**src/rtl/multicycle_control.sv**
```systemverilog
// Multi-cycle control FSM: sequences fetch/decode/execute/memory/writeback,
// drives ALU control and memory strobes, and counts retired instructions.
module multicycle_control #(
    parameter int          CNT_W    = 16,
    parameter logic [5:0]  OP_RTYPE = 6'b000000,
    parameter logic [5:0]  OP_LW    = 6'b100011,
    parameter logic [5:0]  OP_SW    = 6'b101011,
    parameter logic [5:0]  OP_BEQ   = 6'b000100,
    parameter logic [5:0]  FN_ADD   = 6'b100000,
    parameter logic [5:0]  FN_SUB   = 6'b100010
) (
    input  logic             clk,
    input  logic             rst_n,
    input  logic             run,
    input  logic [5:0]       opcode,
    input  logic [5:0]       funct,
    input  logic             zero,
    input  logic             mem_ready,
    output logic             ir_write,
    output logic             pc_write,
    output logic             pc_src,
    output logic [1:0]       alucontrol,
    output logic             alusrc,
    output logic             mem_read,
    output logic             mem_write,
    output logic             reg_write,
    output logic             mem_to_reg,
    output logic             reg_dst,
    output logic             busy,
    output logic             illegal,
    output logic [CNT_W-1:0] retired
);

    localparam logic [2:0] S_IDLE   = 3'd0;
    localparam logic [2:0] S_FETCH  = 3'd1;
    localparam logic [2:0] S_DECODE = 3'd2;
    localparam logic [2:0] S_EXEC   = 3'd3;
    localparam logic [2:0] S_MEM    = 3'd4;
    localparam logic [2:0] S_WB     = 3'd5;
    localparam logic [2:0] S_BRANCH = 3'd6;

    localparam logic [1:0] ALU_SUB = 2'b00;
    localparam logic [1:0] ALU_ADD = 2'b01;
    localparam logic [1:0] ALU_CMP = 2'b10;

    logic [2:0]       state;
    logic [2:0]       state_nxt;
    logic [5:0]       op_q;
    logic [5:0]       fn_q;
    logic [CNT_W-1:0] retired_q;
    logic             retire;

    function automatic logic is_alu_rtype(input logic [5:0] op, input logic [5:0] fn);
        return (op == OP_RTYPE) && ((fn == FN_ADD) || (fn == FN_SUB));
    endfunction

    function automatic logic goes_to_exec(input logic [5:0] op, input logic [5:0] fn);
        return is_alu_rtype(op, fn) || (op == OP_LW) || (op == OP_SW);
    endfunction

    function automatic logic [2:0] boundary_next(input logic run_i);
        return run_i ? S_FETCH : S_IDLE;
    endfunction

    always_ff @(posedge clk or negedge rst_n) begin
        if (!rst_n) begin
            state     <= S_IDLE;
            retired_q <= '0;
        end else begin
            state <= state_nxt;
            if (retire) begin
                retired_q <= retired_q + CNT_W'(1);
            end
        end
    end

    // The IR is valid during DECODE; later states decode from this copy.
    always_ff @(posedge clk) begin
        if (state == S_DECODE) begin
            op_q <= opcode;
            fn_q <= funct;
        end
    end

    always_comb begin
        state_nxt = state;
        retire    = 1'b0;
        unique case (state)
            S_IDLE: begin
                if (run) begin
                    state_nxt = S_FETCH;
                end
            end
            S_FETCH: begin
                if (mem_ready) begin
                    state_nxt = S_DECODE;
                end
            end
            S_DECODE: begin
                if (goes_to_exec(opcode, funct)) begin
                    state_nxt = S_EXEC;
                end else if (opcode == OP_BEQ) begin
                    state_nxt = S_BRANCH;
                end else begin
                    state_nxt = boundary_next(run);
                end
            end
            S_EXEC: begin
                state_nxt = (op_q == OP_RTYPE) ? S_WB : S_MEM;
            end
            S_MEM: begin
                if (mem_ready) begin
                    if (op_q == OP_LW) begin
                        state_nxt = S_WB;
                    end else begin
                        retire    = 1'b1;
                        state_nxt = boundary_next(run);
                    end
                end
            end
            S_WB, S_BRANCH: begin
                retire    = 1'b1;
                state_nxt = boundary_next(run);
            end
            default: begin
                state_nxt = S_IDLE;
            end
        endcase
    end

    always_comb begin
        ir_write   = 1'b0;
        pc_write   = 1'b0;
        pc_src     = 1'b0;
        alucontrol = ALU_SUB;
        alusrc     = 1'b0;
        mem_read   = 1'b0;
        mem_write  = 1'b0;
        reg_write  = 1'b0;
        mem_to_reg = 1'b0;
        reg_dst    = 1'b0;
        illegal    = 1'b0;
        busy       = (state != S_IDLE);
        unique case (state)
            S_FETCH: begin
                mem_read = 1'b1;
                ir_write = mem_ready;
                pc_write = mem_ready;
            end
            S_DECODE: begin
                illegal = !goes_to_exec(opcode, funct) && (opcode != OP_BEQ);
            end
            S_EXEC: begin
                if (op_q == OP_RTYPE) begin
                    alucontrol = (fn_q == FN_SUB) ? ALU_SUB : ALU_ADD;
                end else begin
                    alusrc     = 1'b1;
                    alucontrol = ALU_ADD;
                end
            end
            S_MEM: begin
                alusrc     = 1'b1;
                alucontrol = ALU_ADD;
                mem_read   = (op_q == OP_LW);
                mem_write  = (op_q == OP_SW);
            end
            S_WB: begin
                reg_write = 1'b1;
                if (op_q == OP_LW) begin
                    mem_to_reg = 1'b1;
                end else begin
                    reg_dst = 1'b1;
                end
            end
            S_BRANCH: begin
                // zero is only meaningful while the ALU is in compare mode.
                alucontrol = ALU_CMP;
                pc_write   = zero;
                pc_src     = 1'b1;
            end
            default: begin
            end
        endcase
    end

    assign retired = retired_q;

endmodule

```
**config.mk**
```make
export PLATFORM = sky130hd
export DESIGN_NAME = multicycle_control
export DESIGN_NICKNAME = d
export VERILOG_FILES = /design/src/rtl/multicycle_control.sv
export SDC_FILE = /design/constraint.sdc
export NUM_CORES = 1
export LEC_CHECK = 0
export ABC_AREA = 1
export BUFFER_PORTS_ARGS = -buffer_cell sky130_fd_sc_hd__buf_2
export CAP_MARGIN = 20
export CORE_MARGIN = 4
export CORE_UTILIZATION = 52
export DETAILED_ROUTE_END_ITERATION = 16
export PLACE_DENSITY = 0.78
export SYNTH_ARGS = -nofsm -noshare
export SYNTH_HDL_FRONTEND = slang
export SYNTH_SLANG_ARGS = --single-unit
```
**constraint.sdc**
```tcl
create_clock -name clk -period 1.72 [get_ports clk]
set_input_delay 0.086 -clock clk [delete_from_list [all_inputs] [get_ports clk]]
set_output_delay 0.086 -clock clk [all_outputs]
set_load 0.02 [all_outputs]
```
==> results of run 1 <==
[final timing paths]
| path | endpoint | cells past startpoint |
|---|---|---|
| worst max register to register | retired[9]$_DFFE_PN0P_ | 8 |
| min in group asynchronous | retired[4]$_DFFE_PN0P_ | 2 |
| max in group asynchronous | retired[15]$_DFFE_PN0P_ | 2 |
| worst max-delay path | mem_write | 6 |
| worst min register to register | retired[0]$_DFFE_PN0P_ | 1 |
| worst min-delay path | state[2]$_DFFE_PN0P_ | 4 |
[repair_timing]
| action | in CTS | in global routing |
|---|---|---|
| endpoints found under the setup margin | 0 | 6 |
| hold buffers | 13 | 0 |
| endpoints found under the hold margin | 31 | 0 |
| gates resized for setup | 0 | 4 |
| setup buffers | 0 | 3 |
[placed cells by master, fill, tap and decap left out]
cell type	instances
sky130_fd_sc_hd__nand3b_1	2
sky130_fd_sc_hd__clkinv_2	1
sky130_fd_sc_hd__dfrtp_1	19
sky130_fd_sc_hd__o21ai_1	6
sky130_fd_sc_hd__inv_1	26
sky130_fd_sc_hd__o22ai_1	1
sky130_fd_sc_hd__nand2_2	2
sky130_fd_sc_hd__clkinvlp_4	3
sky130_fd_sc_hd__nor2_1	27
sky130_fd_sc_hd__nor4_1	1
sky130_fd_sc_hd__dlygate4sd3_1	13
sky130_fd_sc_hd__inv_2	5
sky130_fd_sc_hd__buf_2	45
sky130_fd_sc_hd__nor3_2	1
sky130_fd_sc_hd__a21boi_1	1
sky130_fd_sc_hd__clkbuf_4	5
sky130_fd_sc_hd__and2_1	1
sky130_fd_sc_hd__o21ai_0	4
sky130_fd_sc_hd__nand4_1	5
sky130_fd_sc_hd__xor2_1	5
sky130_fd_sc_hd__edfxtp_1	12
sky130_fd_sc_hd__nand2_1	55
sky130_fd_sc_hd__nor2_2	2
sky130_fd_sc_hd__nand3_1	17
sky130_fd_sc_hd__nand3_2	1
sky130_fd_sc_hd__nand2_4	2
sky130_fd_sc_hd__buf_4	4
sky130_fd_sc_hd__nor2_4	1
sky130_fd_sc_hd__ha_1	1
sky130_fd_sc_hd__nor3_1	6
sky130_fd_sc_hd__a21oi_2	1
sky130_fd_sc_hd__clkinvlp_2	1
sky130_fd_sc_hd__xnor2_1	6
[cell type report]
| class | count | area, um^2 | share of cell area (%) |
|---|---|---|---|
| flip-flops and latches | 31 | 835.8 | 37.91 |
| inverters | 32 | 123.9 | 5.619 |
| multi-input cells | 148 | 742.0 | 33.66 |
| repair buffers | 62 | 385.4 | 17.48 |
| well taps | 44 | 55.05 | 2.497 |
| repair inverters | 1 | 5.005 | 0.2270 |
| clock buffers | 5 | 37.54 | 1.703 |
| clock inverters | 3 | 20.02 | 0.9081 |
[power groups by stage]
stage	Combinational, uW	Sequential [uW]	Clock [uW]
finish	1020	1050	415
floorplan	610	1110	0
global placement	931	1050	0
CTS	961	1040	431
global route	1130	1070	462
detailed placement	937	1050	0
[cells by family after synthesis]
kind of cell | count (synthesis) | synth area share (%)
flip-flops | 31 | 48.90
buffers and inverters | 35 | 8.273
AND/OR/NAND/NOR | 123 | 32.21
XOR/XNOR | 11 | 5.637
adder cells (fa/ha/maj) | 1 | 0.7319
AO/OA/AOI/OAI | 13 | 4.246
[routing by layer]
metal	track usage [%]	wire length, um
met5	0	0
met4	7.772	65
met3	5.299	265
met2	34.26	1920
met1	23.58	1662
[state kept, by name (all words and copies together) (netlist names)]
signal   flops
fn_q         6
op_q         6
retired     16
state        3
[tightest hold or removal path, cell delays in order]
cell                      delay [ns]
sky130_fd_sc_hd__buf_2          0.11
sky130_fd_sc_hd__nor2_1         0.05
sky130_fd_sc_hd__inv_1          0.06
sky130_fd_sc_hd__nand2_1        0.06
[metrics by stage]
step | util (%) | power (uW) | cells | TNS (ns) | setup WS (ns)
floorplan | - | 1717 | 214 | 0 | 0.3572
global placement | 63.67 | 1977 | 301 | 0 | 0.1869
detailed placement | 63.67 | 1989 | 301 | 0 | 0.1511
CTS | 69.72 | 2431 | 322 | 0 | 0.09153
global route | 71.05 | 2663 | 326 | -0.008433 | -0.007087
finish | 71.05 | 2485 | 326 | 0 | 0.1062
==> results by stage, run 1 <==
Floorplanning:
- In this run the horizontal extent of the chip is 65.33 um.
- The core region is 0.003103 mm^2.
- The initial utilization of the core area, before any placement, comes to 55.08%.
- The die covers 0.004268 mm^2.
- The cell row count is 20.
- Measured along the y axis, the die boundary spans 65.33 um.
- The I/O pin count is 46.

CTS:
- The H-tree generated during clock tree synthesis spans 2 levels.
- Clock-pin slew was measured on the worst setup and hold paths at 0.09 ns.
- The clock latency reported for the late side of the worst-skew pair is 0.33 ns.
- TritonCTS built the clock tree.
- The buffer levels on the longest clock path is 2.
- Clock tree synthesis selected as its root buffer the cell sky130_fd_sc_hd__clkbuf_4.
- In this run, CTS created clock tree buffers numbering 5.
- For this design, the sink count on the clock tree is 31.

Cells and area:
- The number of antenna diodes in the final layout is 0.
- Fill cells in the final layout number 266.
- In the final layout, the share of cells above drive strength 1 is 26.24%.
- The layout overhead on the synthesized area is 28.99%.
- After the last flow step, the layout net total stands at 299.
- The finished cells cover 0.002205 mm^2.

Synthesis:
- Counting flops and latches in the post-synthesis netlist gives 31.
- The summed instance area of the synthesized netlist is 0.001709 mm^2.
- The portion of synthesized cell area occupied by the leading cell type is 27.82%.
- The count of unique library cells instantiated by Yosys is 27.
- By count the netlist is led by sky130_fd_sc_hd__nand2_1, sky130_fd_sc_hd__inv_1, sky130_fd_sc_hd__nor2_1.
- The post-synthesis cell type with the largest combined area is sky130_fd_sc_hd__dfrtp_1.
- The library cell with the highest instance count after synthesis is sky130_fd_sc_hd__nand2_1.
- After synthesis, the share of flip-flops with an asynchronous set or reset is 61.29%.
- Sorting the synthesized cells by area gives the leading types as sky130_fd_sc_hd__dfrtp_1, sky130_fd_sc_hd__edfxtp_1, sky130_fd_sc_hd__nand2_1, sky130_fd_sc_hd__inv_1, sky130_fd_sc_hd__nor2_1.
- The post-synthesis net count is 232.
- The total number of yosys warnings is 0.
- The mean area per synthesized cell is 7.987 um^2.
- The number of flops mapped to enable cells by yosys is 12.
- Sequential cells were found to cover 48.90% of the synthesized design area.
- Among all flip-flop cells after synthesis, the most frequent one is sky130_fd_sc_hd__dfrtp_1.
- The count of mapped cells out of synthesis is 214.

Routing:
- The detail route stage leaves a number of antenna-violating nets equal to 0.
- In the routed design, unresolved DRC markers number 0.
- Dividing the detail-routed via count by the number of cells gives 4.920.
- The total number of vias is 1604.
- For this block, the initial DRC count from the detailed router was 155.
- The wire length after detailed routing is 3914 um.
- The count of TritonRoute iterations in the first routing pass is 4.
- Dividing the detail-routed wire length by the instance count gives 12.01 um.

Setup path:
- The delay of the slowest cell on the worst path is 0.45 ns.
- Data on the critical path arrives at its endpoint at 1.53 ns.
- Counting both buffers and inverters, the worst setup path holds a total of 3.
- The critical path launch point type is a register.
- The critical path goes through inv_2, nand2_2, nor2_4, inv_2, nor3_1, buf_2.
- The slack of the worst reg-to-reg path is 0.26 ns.
- The startpoint-to-endpoint class of the critical path is register to primary output.
- Along the worst path, the maximum fanout reaches 6.
- STA classifies the critical path endpoint as a primary output.
- The largest individual stage delay along the critical path comes from the cell sky130_fd_sc_hd__dfrtp_1.
- Grouping stages by cell kind, the critical path spends the most delay in flip-flops.
- In this run the critical register-to-register path is launched from state[0]$_DFFE_PN0P_.
- The critical path starts at state[0]$_DFFE_PN0P_.
- Data on the critical path is required at its endpoint by 1.63 ns.
- The most numerous cell on the critical path is sky130_fd_sc_hd__inv_2.

STA:
- The worst path uses 93.82% of the clock period.
- The final count of pins violating max slew is 0.
- The minimum clock period after layout is 1.614 ns.
- The count of endpoints failing setup in the final report is 0.
- The slew at the pin closest to its max-slew limit is 0.4334 ns.
- Clock skew on the completed layout was measured at 0.008997 ns.
- The tightest hold path in the finished design has a slack of 0.07790 ns.
- In this run the tightest slew margin relative to its limit is 71.10%.
- The highest clock rate is 0.6197 GHz.
- The total count of hold-check failures in the final report came to 0.

Pwr:
- The switching component of the power is 1054 uW.
- The power per cell area is 1127 mW/mm^2.
- Internal power comes to 1431 uW.
- The clock network power share is 16.7%.
- The sequential power share is 42.3%.
- The proportion of total power due to net switching is 42.42%.
- In this run the static leakage power is 0.001099 uW.
- The worst-case IR drop observed on VDD is 0.8002 mV.
- Of the total power, combinational logic draws 41.0%.

Placed design:
- In this run the tool buffered the top-level ports with 45 buffer cells.
- Once placement finished, the instance area stood at 0.001976 mm^2.
- The HPWL after detailed placement is 2679 um.
- At the end of routability-driven placement, the weighted congestion stood at 0.8893.

Worst hold path:
- The min-delay analysis places its worst path in the category input port to register.
- The worst hold path begins at mem_ready.

Status:
- The flow ran to the end, and the final reports show no timing, DRC or antenna violations.

GRT:
- The total track usage is 19.90%.
- The first-pass GRT wire length is 6444 um.
- Entering global routing, the biggest net connects 21 pins.
- The number of antenna violations at the first check in global routing is 0.
- The via count of the first global-routing pass is 1498.
- Summed over all layers, the global routing overflow is 0.

Job:
- The tool flagged a number of max-cap violations equal to 0.
Note: power is estimated with default switching activity, not from simulation.
==> run 2, diff against run 1 <==
==> constraint.sdc (replaced) <==
create_clock -name clk -period 1.72 [get_ports clk]
set_input_delay 0.172 -clock clk [delete_from_list [all_inputs] [get_ports clk]]
set_output_delay 0.172 -clock clk [all_outputs]
set_load 0.02 [all_outputs]
==> results by stage, run 2 (synthesis results as in run 1) <==
Routing:
- The average wire length per cell after detail routing is 11.55 um (was 12.01 um).
- The total number of vias is 1562 (was 1604).
- The initial DRC count is 95 (was 155).
- The wire length after detailed routing is 3661 um (was 3914 um).
- The post-route antenna net violation count is 0 (unchanged).
- The DRC violation count after routing is 0 (unchanged).
- The count of TritonRoute iterations in the first routing pass is 4 (unchanged).
- The detail-routed via count per cell came to 4.927 (was 4.920).

Floorplanning:
- The I/O pin count came to 46 (unchanged).
- The cell row count is 20 (unchanged).
- The width of the die is 65.33 um (unchanged).
- The floorplan die area is 0.004268 mm^2 (unchanged).
- The effective utilization at floorplan is 55.08% (unchanged).
- The vertical extent of the die is 65.33 um (unchanged).
- The area of the core is 0.003103 mm^2 (unchanged).

STA:
- The final hold slack was 0.01971 ns (was 0.07790 ns).
- The final sum of negative setup slack was 0 ns (unchanged).
- The part of the cycle the worst path needs came to 98.56% (was 93.82%).
- The total count of hold-check failures in the final report is 0 (unchanged).
- The final count of pins violating max slew is 0 (unchanged).
- The slew at the pin closest to its max-slew limit was 0.4310 ns (was 0.4334 ns).
- The highest clock rate is 0.5899 GHz (was 0.6197 GHz).
- Setup repair after global routing could not meet its margin everywhere.
- The minimum clock period after layout is 1.695 ns (was 1.614 ns).
- The worst clock skew came to 0.008710 ns (was 0.008997 ns).
- The count of endpoints failing setup in the final report is 0 (unchanged).
- The headroom to the max-slew limit is 71.27% (was 71.10%).

Setup path:
- The reg-to-reg startpoint is state[2]$_DFFE_PN0P_ (was state[0]$_DFFE_PN0P_).
- The arrival time reported for the critical path endpoint is 1.52 ns (was 1.53 ns).
- The endpoint class of the critical path is a primary output (unchanged).
- The startpoint-to-endpoint class of the critical path is register to primary output (unchanged).
- The launching instance or port of the critical path was state[2]$_DFFE_PN0P_ (was state[0]$_DFFE_PN0P_).
- The data required time at the worst endpoint is 1.55 ns (was 1.63 ns).
- The maximum fanout along the worst path is 8 (was 6).
- The critical path launch point type was a register (unchanged).

GRT:
- The via count of the first global-routing pass is 1410 (was 1498).
- The largest net degree at the start of global routing is 21 (unchanged).
- The total track usage is 18.33% (was 19.90%).
- The overall overflow remaining after global route is 0 (unchanged).
- The first-pass GRT wire length is 5968 um (was 6444 um).
- The number of antenna violations at the first check in global routing is 0 (unchanged).

CTS:
- The clock latency reported for the late side of the worst-skew pair is 0.33 ns (about the same).
- The number of buffers created by CTS is 5 (unchanged).
- The clock transition at the registers of the reported paths came to 0.10 ns (was 0.09 ns).
- The maximum level of the CTS H-tree was 2 (unchanged).
- The clock sink total is 31 (unchanged).
- The CTS tree is done (unchanged).
- The buffer levels on the longest clock path is 2 (unchanged).
- The master cell of the clock root buffer was sky130_fd_sc_hd__clkbuf_4 (unchanged).

Pwr:
- The power after layout is 2558 uW (was 2485 uW).
- The power per cell area is 1185 mW/mm^2 (was 1127 mW/mm^2).
- The maximum vdd ir drop is 0.7993 mV (was 0.8002 mV).
- The leakage power total was 0.001070 uW (was 0.001099 uW).

Placed design:
- The post-detailed-placement half-perimeter wirelength is 2679 um (unchanged).
- The global placement routability congestion was 0.8893 (unchanged).
- The quantity of I/O buffers inserted on ports is 45 (unchanged).

Cells and area:
- The number of nets in the layout is 290 (was 299).
- The layout overhead on the synthesized area came to 26.28% (was 28.99%).
- The count of antenna diodes in the layout is 0 (unchanged).
- The proportion of layout cells with a drive suffix above 1 is 30.77% (was 26.24%).
- The most common cell after layout, fill and taps aside is sky130_fd_sc_hd__nand2_1 (unchanged).
- The flip-flop count of the largest register, all copies and words added is 16 (unchanged).
- Top library cells by usage in the layout, fill and taps aside: sky130_fd_sc_hd__nand2_1, sky130_fd_sc_hd__buf_2, sky130_fd_sc_hd__inv_1 (was sky130_fd_sc_hd__nand2_1, sky130_fd_sc_hd__buf_2, sky130_fd_sc_hd__nor2_1).
- The post-layout utilization of the core was 69.56% (was 71.05%).
- The count of filler cells inserted in the layout is 272 (was 266).

Job:
- The max-capacitance violation count came to 0 (unchanged).

Status:
- Outcome: completed (unchanged).

Worst hold path:
- The worst hold path startpoint was funct[3] (was mem_ready).
- The worst min-delay path class is input port to register (unchanged).
[run 2: final cells by class]
type                    count  area (um^2)  share of cell area (%)
flip-flops and latches     31        837.1                   38.78
multi-input cells         148        774.5                   35.88
repair buffers             54        310.3                   14.38
inverters                  32        123.9                   5.739
well taps                  44        55.05                   2.551
clock buffers               5        37.54                   1.739
clock inverters             3        20.02                  0.9275
[run 2: worst max-delay path, cell delays in order, from the launching register on]
cell and delay, ns:
sky130_fd_sc_hd__dfrtp_1 0.38, sky130_fd_sc_hd__clkinvlp_4 0.19, sky130_fd_sc_hd__buf_4 0.19, sky130_fd_sc_hd__nor2_2 0.10
sky130_fd_sc_hd__nand2_1 0.05, sky130_fd_sc_hd__o21ai_0 0.08, sky130_fd_sc_hd__buf_2 0.20
[run 2: stage by stage]
step | cell area [um^2] | std cells | setup slack (ns)
floorplan | 1709 | 214 | 0.3153
global placement | 1976 | 301 | 0.1869
detailed placement | 1976 | 301 | 0.1511
CTS | 2053 | 311 | 0.005534
global route | 2158 | 317 | -0.07648
finish | 2158 | 317 | 0.02482
[run 2: metal layers]
| metal | track usage (%) | up-vias | wire, um |
|---|---|---|---|
| li1 | - | 798 | - |
| met1 | 22.47 | 709 | 1657 |
| met2 | 30.21 | 49 | 1741 |
| met3 | 5.128 | 6 | 205 |
| met4 | 7.772 | 0 | 57 |
| met5 | 0 | - | 0 |
[run 2: what timing repair did]
action	in CTS	in global routing
buffers inserted	0	6
endpoints found under the hold margin	20	0
hold buffers	2	0
endpoints found under the setup margin	0	9
gates resized for setup	0	18
[run 2: report_power, final]
group / switching [uW] / leakage, uW / internal, uW
clock: 259 / 0.0000272 / 156
combinational: 698 / 0.000687 / 395
sequential: 123 / 0.000356 / 927
[run 2: final timing paths]
check	to	slack, ns	cells after the start
setup / recovery	pc_write	0.02	6
hold / removal	fn_q[3]$_DFFE_PP_	0.02	1
setup reg to reg	retired[9]$_DFFE_PN0P_	0.17	8
hold reg to reg	retired[14]$_DFFE_PN0P_	0.52	2
max in group asynchronous	state[0]$_DFFE_PN0P_	1.09	2
min in group asynchronous	retired[4]$_DFFE_PN0P_	0.30	2
